### src/rtl/campbell_uart_multi.sv
// campbell_uart_multi: multi-channel Campbell (mean-square) estimator that
// sends each window's per-channel results as a byte frame over a UART.
// Optional feature macro: CAMPBELL_PULSE_CNT_EN adds NPC 16-bit pulse
// counters, whose values are sent in the frame just before the terminator.
module campbell_uart_multi #(
  parameter int unsigned NCH      = 2,
  parameter int unsigned DW       = 12,
  parameter int unsigned MIDSCALE = 2048,
  parameter int unsigned LOG2N    = 13,
  parameter int unsigned SPERIOD  = 100,
  parameter int unsigned OUTW     = 24,
  parameter int unsigned NPC      = 2
) (
  input  logic              clk,
  input  logic              rst,
  input  logic [NCH*DW-1:0] data,
  input  logic              done,
  output logic              start,
  output logic              TxD_start,
  output logic [7:0]        TxD_data,
  input  logic              TxD_busy,
`ifdef CAMPBELL_PULSE_CNT_EN
  input  logic [NPC-1:0]    Pulse_in,
`endif
  output logic              overrun
);

  localparam int unsigned SQW = 2*DW + 2;
  localparam int unsigned AW  = SQW + LOG2N;
  localparam int unsigned TW  = (SPERIOD > 1) ? $clog2(SPERIOD) : 1;
`ifdef CAMPBELL_PULSE_CNT_EN
  localparam int unsigned PC_BYTES = 2*NPC;
`else
  // No pulse bytes in the frame when the counters are absent.
  localparam int unsigned PC_BYTES = 0*NPC;
`endif
  localparam int unsigned NBYTES = NCH*OUTW/8 + PC_BYTES + 1;
  localparam int unsigned FW     = NBYTES*8;
  localparam int unsigned BW     = $clog2(NBYTES + 1);
  localparam logic [DW:0] MID_V  = (DW+1)'(MIDSCALE);

  localparam logic [2:0] S_IDLE     = 3'd0;
  localparam logic [2:0] S_LOAD     = 3'd1;
  localparam logic [2:0] S_SEND     = 3'd2;
  localparam logic [2:0] S_WAITBUSY = 3'd3;
  localparam logic [2:0] S_WAITIDLE = 3'd4;

  logic [TW-1:0]       timer;
  logic                done_q;
  logic                cap;
  logic                v1, v2;
  logic [LOG2N-1:0]    scnt;
  logic [DW:0]         sub  [NCH];
  logic [SQW-1:0]      sq   [NCH];
  logic [AW-1:0]       acc  [NCH];
  logic [OUTW-1:0]     res  [NCH];
  logic signed [SQW-1:0] sx [NCH];
  logic [AW-1:0]       sum  [NCH];
  logic [AW-1:0]       avg  [NCH];
  logic [OUTW-1:0]     sat  [NCH];
  logic                latch_ev;
  logic                accept;
  logic                pending;
  logic [2:0]          state;
  logic [FW-1:0]       frame_sr;
  logic [FW-1:0]       frame_w;
  logic [BW-1:0]       bidx;
  logic [3:0]          tmo;
  logic                busy_s1, busy_s;
  logic                last_byte;
  logic                going_idle;

  assign cap        = done & ~done_q;
  assign latch_ev   = v2 && (scnt == '1);
  assign last_byte  = (bidx == BW'(NBYTES - 1));
  assign going_idle = (state == S_WAITIDLE) && !busy_s && last_byte;
  // A result landing on the cycle the FSM returns to IDLE is still accepted.
  assign accept     = latch_ev && ((state == S_IDLE) || going_idle);

  assign TxD_start  = (state == S_SEND);
  assign TxD_data   = TxD_start ? frame_sr[FW-1 -: 8] : 8'h00;

  // Conversion timer; start is registered so it is low in reset and first
  // rises one cycle after reset release, for timer values 0 and 1.
  always_ff @(posedge clk or posedge rst) begin
    if (rst) begin
      timer <= '0;
      start <= 1'b0;
    end else begin
      start <= (timer <= TW'(1));
      timer <= (timer == TW'(SPERIOD - 1)) ? '0 : timer + 1'b1;
    end
  end

  // Square and saturated window-average for each channel.
  always_comb begin
    for (int unsigned k = 0; k < NCH; k++) begin
      sx[k]  = SQW'($signed(sub[k]));
      sum[k] = acc[k] + AW'(sq[k]);
      avg[k] = sum[k] >> LOG2N;
      sat[k] = (avg[k] > AW'({OUTW{1'b1}})) ? '1 : avg[k][OUTW-1:0];
    end
  end

  // Capture (S1: offset), square (S2) and accumulate (S3) pipeline.
  always_ff @(posedge clk or posedge rst) begin
    if (rst) begin
      done_q <= 1'b0;
      v1     <= 1'b0;
      v2     <= 1'b0;
      scnt   <= '0;
      for (int unsigned k = 0; k < NCH; k++) begin
        sub[k] <= '0;
        sq[k]  <= '0;
        acc[k] <= '0;
      end
    end else begin
      done_q <= done;
      v1     <= cap;
      v2     <= v1;
      for (int unsigned k = 0; k < NCH; k++) begin
        if (cap) sub[k] <= {1'b0, data[k*DW +: DW]} - MID_V;
        if (v1)  sq[k]  <= SQW'(sx[k] * sx[k]);
        if (v2)  acc[k] <= latch_ev ? '0 : sum[k];
      end
      if (v2) scnt <= scnt + 1'b1;
    end
  end

  // Result hand-off to the UART side and sticky overrun flag.
  always_ff @(posedge clk or posedge rst) begin
    if (rst) begin
      pending <= 1'b0;
      overrun <= 1'b0;
      for (int unsigned k = 0; k < NCH; k++) res[k] <= '0;
    end else begin
      if (accept) begin
        pending <= 1'b1;
        for (int unsigned k = 0; k < NCH; k++) res[k] <= sat[k];
      end else if (state == S_LOAD) begin
        pending <= 1'b0;
      end
      if (latch_ev && !accept) overrun <= 1'b1;
    end
  end

`ifdef CAMPBELL_PULSE_CNT_EN
  logic [NPC-1:0] p_s1, p_s2, p_s3;
  logic [NPC-1:0] p_edge;
  logic [15:0]    pc      [NPC];
  logic [15:0]    pc_snap [NPC];

  assign p_edge = p_s2 & ~p_s3;

  // Synchronised, edge-detected, saturating pulse counters, restarted at
  // every result latch (an edge in that cycle belongs to the new window).
  always_ff @(posedge clk or posedge rst) begin
    if (rst) begin
      p_s1 <= '0;
      p_s2 <= '0;
      p_s3 <= '0;
      for (int unsigned j = 0; j < NPC; j++) begin
        pc[j]      <= '0;
        pc_snap[j] <= '0;
      end
    end else begin
      p_s1 <= Pulse_in;
      p_s2 <= p_s1;
      p_s3 <= p_s2;
      for (int unsigned j = 0; j < NPC; j++) begin
        if (accept) pc_snap[j] <= pc[j];
        if (latch_ev)
          pc[j] <= {15'd0, p_edge[j]};
        else if (p_edge[j] && (pc[j] != 16'hFFFF))
          pc[j] <= pc[j] + 16'd1;
      end
    end
  end
`endif

  // Frame image: channel results MSB first, optional pulse counts, 0xFF.
  always_comb begin
    frame_w = '0;
    for (int unsigned k = 0; k < NCH; k++)
      frame_w[FW-1-k*OUTW -: OUTW] = res[k];
`ifdef CAMPBELL_PULSE_CNT_EN
    for (int unsigned j = 0; j < NPC; j++)
      frame_w[8+(NPC-1-j)*16 +: 16] = pc_snap[j];
`endif
    frame_w[7:0] = 8'hFF;
  end

  // Two-flop synchroniser for the UART busy flag.
  always_ff @(posedge clk or posedge rst) begin
    if (rst) begin
      busy_s1 <= 1'b0;
      busy_s  <= 1'b0;
    end else begin
      busy_s1 <= TxD_busy;
      busy_s  <= busy_s1;
    end
  end

  // Byte sender FSM; the frame is a shift register, byte 0 at the top.
  always_ff @(posedge clk or posedge rst) begin
    if (rst) begin
      state    <= S_IDLE;
      frame_sr <= '0;
      bidx     <= '0;
      tmo      <= '0;
    end else begin
      case (state)
        S_IDLE: if (pending) state <= S_LOAD;
        S_LOAD: begin
          frame_sr <= frame_w;
          bidx     <= '0;
          state    <= S_SEND;
        end
        S_SEND: begin
          tmo   <= '0;
          state <= S_WAITBUSY;
        end
        S_WAITBUSY: begin
          if (busy_s || (tmo == 4'd15)) state <= S_WAITIDLE;
          else                          tmo   <= tmo + 4'd1;
        end
        S_WAITIDLE: begin
          if (!busy_s) begin
            if (last_byte) begin
              state <= S_IDLE;
            end else begin
              frame_sr <= {frame_sr[FW-9:0], 8'h00};
              bidx     <= bidx + 1'b1;
              state    <= S_SEND;
            end
          end
        end
        default: state <= S_IDLE;
      endcase
    end
  end

endmodule

### config.mk
export PLATFORM = sky130hd
export DESIGN_NAME = campbell_uart_multi
export DESIGN_NICKNAME = d
export VERILOG_FILES = /design/src/rtl/campbell_uart_multi.sv
export SDC_FILE = /design/constraint.sdc
export NUM_CORES = 1
export LEC_CHECK = 0
export ABC_AREA = 1
export CAP_MARGIN = 20
export CORE_MARGIN = 5
export CORE_UTILIZATION = 55
export DETAILED_ROUTE_END_ITERATION = 6
export PLACE_DENSITY = 0.81
export SKIP_LAST_GASP = 1
export SYNTH_ARGS = -nofsm -noshare
export SYNTH_HDL_FRONTEND = slang
export SYNTH_SLANG_ARGS = --single-unit
### constraint.sdc
create_clock -name clk -period 10.65 [get_ports clk]
set_input_delay 2.13 -clock clk [delete_from_list [all_inputs] [get_ports clk]]
set_output_delay 2.13 -clock clk [all_outputs]
set_load 0.01 [all_outputs]
After elaboration in Yosys (flattened, before gate mapping)
Index checks and enable logic that the tools add are counted.
{"block": "totals", "in_bits": 28, "elab_cells": 87, "reg_bits": 298, "output_inout_bits": 11}
{"block": "op_classes", "eq_ne": 13, "add_sub_neg": 8, "reduce_logical": 16, "bitwise": 2, "mul": 2, "muxes": 21, "n_lt_le_gt_ge": 3}
{"operator": "56-bit 2-to-1 mux", "n": 2}
{"operator": "56-bit case mux with 2 select lines", "n": 1}
{"operator": "39-bit by 26-bit adder with 39-bit output", "n": 2}
{"operator": "39-bit 2-to-1 mux", "n": 2}
{"operator": "26-bit by 24-bit > comparator with 1-bit output, second input constant", "n": 2}
{"operator": "13-bit by 13-bit multiplier with 26-bit output", "n": 2}
{"operator": "24-bit 2-to-1 mux", "n": 2}
{"operator": "12-bit by 12-bit subtractor with 13-bit output, second input constant", "n": 2}
{"operator": "3-bit 2-to-1 mux", "n": 5}
{"operator": "3-bit case mux with 5 select lines", "n": 1}
{"operator": "13-bit by 1-bit adder with 13-bit output, second input constant", "n": 1}
{"operator": "13-bit == test, second input constant", "n": 1}
{"operator": "2-bit inequality test, second input constant", "n": 5}
{"operator": "8-bit 2-to-1 mux", "n": 1}
{"operator": "4-bit case mux with 2 select lines", "n": 1}
{"operator": "7-bit by 1-bit adder with 7-bit output, second input constant", "n": 1}
{"operator": "7-bit == test, second input constant", "n": 1}
{"operator": "7-bit by 1-bit less-or-equal comparator with 1-bit output, second input constant", "n": 1}
{"operator": "7-bit 2-to-1 mux", "n": 1}
{"operator": "3-bit by 2-bit == test with 1-bit output, second input constant", "n": 2}
{"operator": "3-bit == test, second input constant", "n": 2}
{"operator": "3-bit case mux with 2 select lines", "n": 1}
{"operator": "3-bit AND reduction", "n": 2}
{"operator": "2-bit nonzero test", "n": 3}
{"operator": "other kinds (14)", "n": 21}

Longest topological paths before layout
{"block": "depth", "ltp_word": 7, "depth_mapped": 26}

Worst setup path before layout
No wires, ideal clock.
{"block": "synth_path", "path_type": "register -> register", "startpoint": "register sub[11] (netlist name)", "endpoint": "register sq[21] (netlist name)", "path_slack_ns": 5.027, "path_stages_with_launch": 23, "setup_ns": 0.118, "n_path_buf": 2, "arrival_ns": 5.505, "path_cell_list": "dfrtp_1 clkbuf_1 clkbuf_1 nand2_1 fa_1 inv_1 fa_1 fa_1 fa_1 inv_1 fa_1 inv_1 ha_1 ha_1 a21oi_1 o21ai_0 a21oi_1 nand2_1 nand3_1 nand2_1 or2_2 nand3_1 nand2_1"}
{"block": "synth_via", "elab_chain_len": 1}
{"item": "start: declaration", "line_no": "53", "source": "logic [DW:0] sub [NCH];"}
{"item": "start signal: indexed assignment", "line_no": "122", "source": "if (cap) sub[k] <= {1'b0, data[k*DW +: DW]} - MID_V;"}
{"item": "13-bit by 13-bit multiplier with 26-bit output", "line_no": "123", "source": "if (v1) sq[k] <= SQW'(sx[k] * sx[k]);"}
{"item": "end signal: indexed assignment", "line_no": "123"}
{"item": "end: declaration", "line_no": "54", "source": "logic [SQW-1:0] sq [NCH];"}
No other way between the ends.
A chain may end at the register's enable or synchronous reset.

Final worst setup path
{"block": "layout_path", "startpoint": "register sub[11] (netlist name)", "endpoint": "register sq[25] (netlist name)"}
Same word-level chain as after synthesis.

==> flow_summary_export.csv <==
group,metric,value,unit
floorplan,pin_count,39,
setup_path,cpMostUsedCell,"fa_1",
global_routing,grt_max_degree,99,
timing,final_max_slew_viol_count,0,
cts,postCtsSetupBuffers,0,
detailed_routing,drtPass1Iterations,5,
detailed_routing,wl_per_cell,15.0,µm
cts,cts_buffer_depth,3,
outcome,status,"finished, final reports clean",
logic_synthesis,ys.flop_type,"dfrtp_1",
timing,tns,0,ns
floorplan,die_h,234,µm
logic_synthesis,yosysUniqueCellTypes,43,
global_routing,grt.overflow.total,0,
cells_and_area,fillers,4482,
setup_path,required,11.09,ns
detailed_routing,vias,22828,
logic_synthesis,synthTopCellsByArea,"dfrtp_1 (26%), fa_1 (19%), nand2_1 (14%)",
setup_path,path_cells,"nand2_1 -> fa_1 -> fa_1 -> inv_1 -> fa_1 -> inv_1 -> fa_1 -> fa_1 -> inv_1 -> ha_1 -> ha_1 -> inv_1 -> nor3_1 -> nand4_1 -> nand3_1 -> nand3_1 -> nand3_1 -> nand2_1",
setup_path,cp_max_fo,22,
setup_path,slowest_delay,0.83,ns
cts,numCtsBuffers,35,
cts,cts-root-buf,"clkbuf_16",
cts,path_clk_slew,0.06,ns
logic_synthesis,synth.net_count,4127,
logic_synthesis,synth_top_area_share,25.9,%
floorplan,start_util,55.4,%
setup_path,path_delay_family,"adder cells",
global_routing,grt_pass1_vias,22723,
detailed_routing,dr.first_iter.drc_count,1846,
cells_and_area,fin_nets,4118,
floorplan,die_x,234,µm
logic_synthesis,synth_edf_count,0,
logic_synthesis,synth_cells,3633,
global_routing,grt_pass1_wl,110000,µm
logic_synthesis,ys_async_sr_fraction,100,%
timing,period_needed,6.21,ns
setup_path,cp_num_buf_inv,4,
timing,setup_viol,0,
timing,tightest_slew,1.05,ns
cts,clock-sinks,287,
setup_path,cpMaxStageDelayCell,"fa_1",
timing,finalHoldViolCount,0,
cts,cts_tree,"yes",
detailed_routing,routed_wl,64800,µm
floorplan,core_area,50000,µm²
floorplan,dieArea,54900,µm²
setup_path,arrival,6.65,ns
logic_synthesis,synth_largest_area_cell,"dfrtp_1",
timing,timing.fmax,161,MHz
detailed_routing,vias_per_cell,5.29,
detailed_routing,ant_nets,0,
place,hpwl,51300,µm
cells_and_area,area_delta_synth_final,7.16,%
timing,clock_skew,0.0218,ns
place,gp_congestion,0.998,
logic_synthesis,syn_area,27700,µm²
logic_synthesis,yosys_warnings,0,
place,portBuffers,38,
timing,rsz0062_at_grt,"false",
global_routing,antenna_found_initial,0,
logic_synthesis,yosysSeqAreaShare,25.9,%
cells_and_area,drive_gt1_share,3.46,%
cts,cts_hold_buf,0,
flow_run,cap_violations,0,
min_path,hold_path.class,"reg2reg",
setup_path,cp-start-kind,"register",
cts,ctsResizeCount,0,
global_routing,grt_use_total,24.4,%
detailed_routing,drc,0,
setup_path,critPathKind,"reg2reg",
setup_path,endpoint_kind,"register",
cts,htreeDepth,2,
cts,clock_latency,0.57,ns
cells_and_area,diodes,0,
logic_synthesis,ys_seq_elements,287,
timing,finalCritPeriodShare,58.3,%
timing,relSlewSlack,29.9,%
floorplan,row_count,82,
logic_synthesis,syn_avg_cell_area,7.62,µm²
==> per-stage QoR <==
step / utilization, % / setup slack, ns / cells / hold slack [ns] / instance area, µm²
6_report: 59.4 / 4.44 / 4318 / 0.353 / 29700
4_1_cts: 59.4 / 4.39 / 4318 / 0.357 / 29700
2_1_floorplan: - / 0.599 / 3633 / 0.331 / 27700
3_5_place_dp: 57.2 / 4.42 / 4259 / 0.344 / 28600
3_3_place_gp: 57.2 / 4.56 / 4259 / 0.332 / 28600
5_1_grt: 59.4 / 3.97 / 4318 / 0.360 / 29700
==> kinds of logic (layout without fill, tap and decap cells) <==
family / count (synthesis) / after routing / synth area share [%]
adder cells (fa/ha/maj): 466 / 466 / 28.2
buffers and inverters: 831 / 844 / 11.5
AND/OR/NAND/NOR: 1545 / 1545 / 22.9
AO/OA/AOI/OAI: 427 / 427 / 9.02
XOR/XNOR: 77 / 77 / 2.44
flip-flops: 287 / 287 / 25.9
==> cell type report <==
cell class / instances / area (µm²) / share of cell area [%]
Timing Repair Buffer: 49 / 463 / 1.56
Inverter: 736 / 2770 / 9.34
Clock inverter: 15 / 136 / 0.460
Tap cell: 672 / 841 / 2.83
Clock buffer: 44 / 940 / 3.17
Multi-Input combinational cell: 2515 / 17300 / 58.4
Sequential cell: 287 / 7180 / 24.2
==> cells in the mapped netlist (all sizes together), types with 27 or more instances <==
cell	instances
nand4	33
o21ai	164
ha	204
nor2	243
dfrtp	287
xor2	34
nand2	1009
o211ai	35
nand3	175
a31oi	30
fa	262
nor3	37
xnor2	43
inv	735
a21oi	107
clkbuf	73
or2	27
==> registers in the layout, summed over array words and instances (netlist names) <==
signal    count
busy_s        1
bidx          3
busy_s1       1
start         1
frame_sr     49
sq           50
done_q        1
timer         7
acc          78
v2            1
v1            1
pending       1
sub          24
frame_w      48
overrun       1
tmo           4
state         3
scnt         13
==> layer usage <==
layer	track usage, %	routed length (µm)
met2	39.5	29700
met4	7.19	1730
met1	34.2	29800
met5	0	0
met3	3.87	3600
==> worst paths after layout <==
kind	cells after the start	startpoint	end	slack, ns
worst min register to register	0	busy_s1	busy_s	0.35
worst max-delay path	18	sub[11]	sq[25]	4.44
min in group asynchronous	2	rst	overrun	2.06
worst max register to register	18	sub[11]	sq[25]	4.44
max in group asynchronous	3	rst	v1	7.21
worst min-delay path	0	busy_s1	busy_s	0.35
==> placed cells by master, fill, tap and decap left out, types with 34 or more instances in the layout <==
cell type	instances
nand2_1	1002
inv_1	725
dfrtp_1	286
fa_1	262
nor2_1	232
ha_1	204
nand3_1	172
o21ai_0	158
a21oi_1	106
xnor2_1	43
clkdlybuf4s50_1	38
nor3_1	37
o211ai_1	35
clkbuf_16	35
xor2_1	34
Power is left out: the tool's default activity adds up to more than one toggle a clock period on the data nets, which glitch-free logic cannot reach.
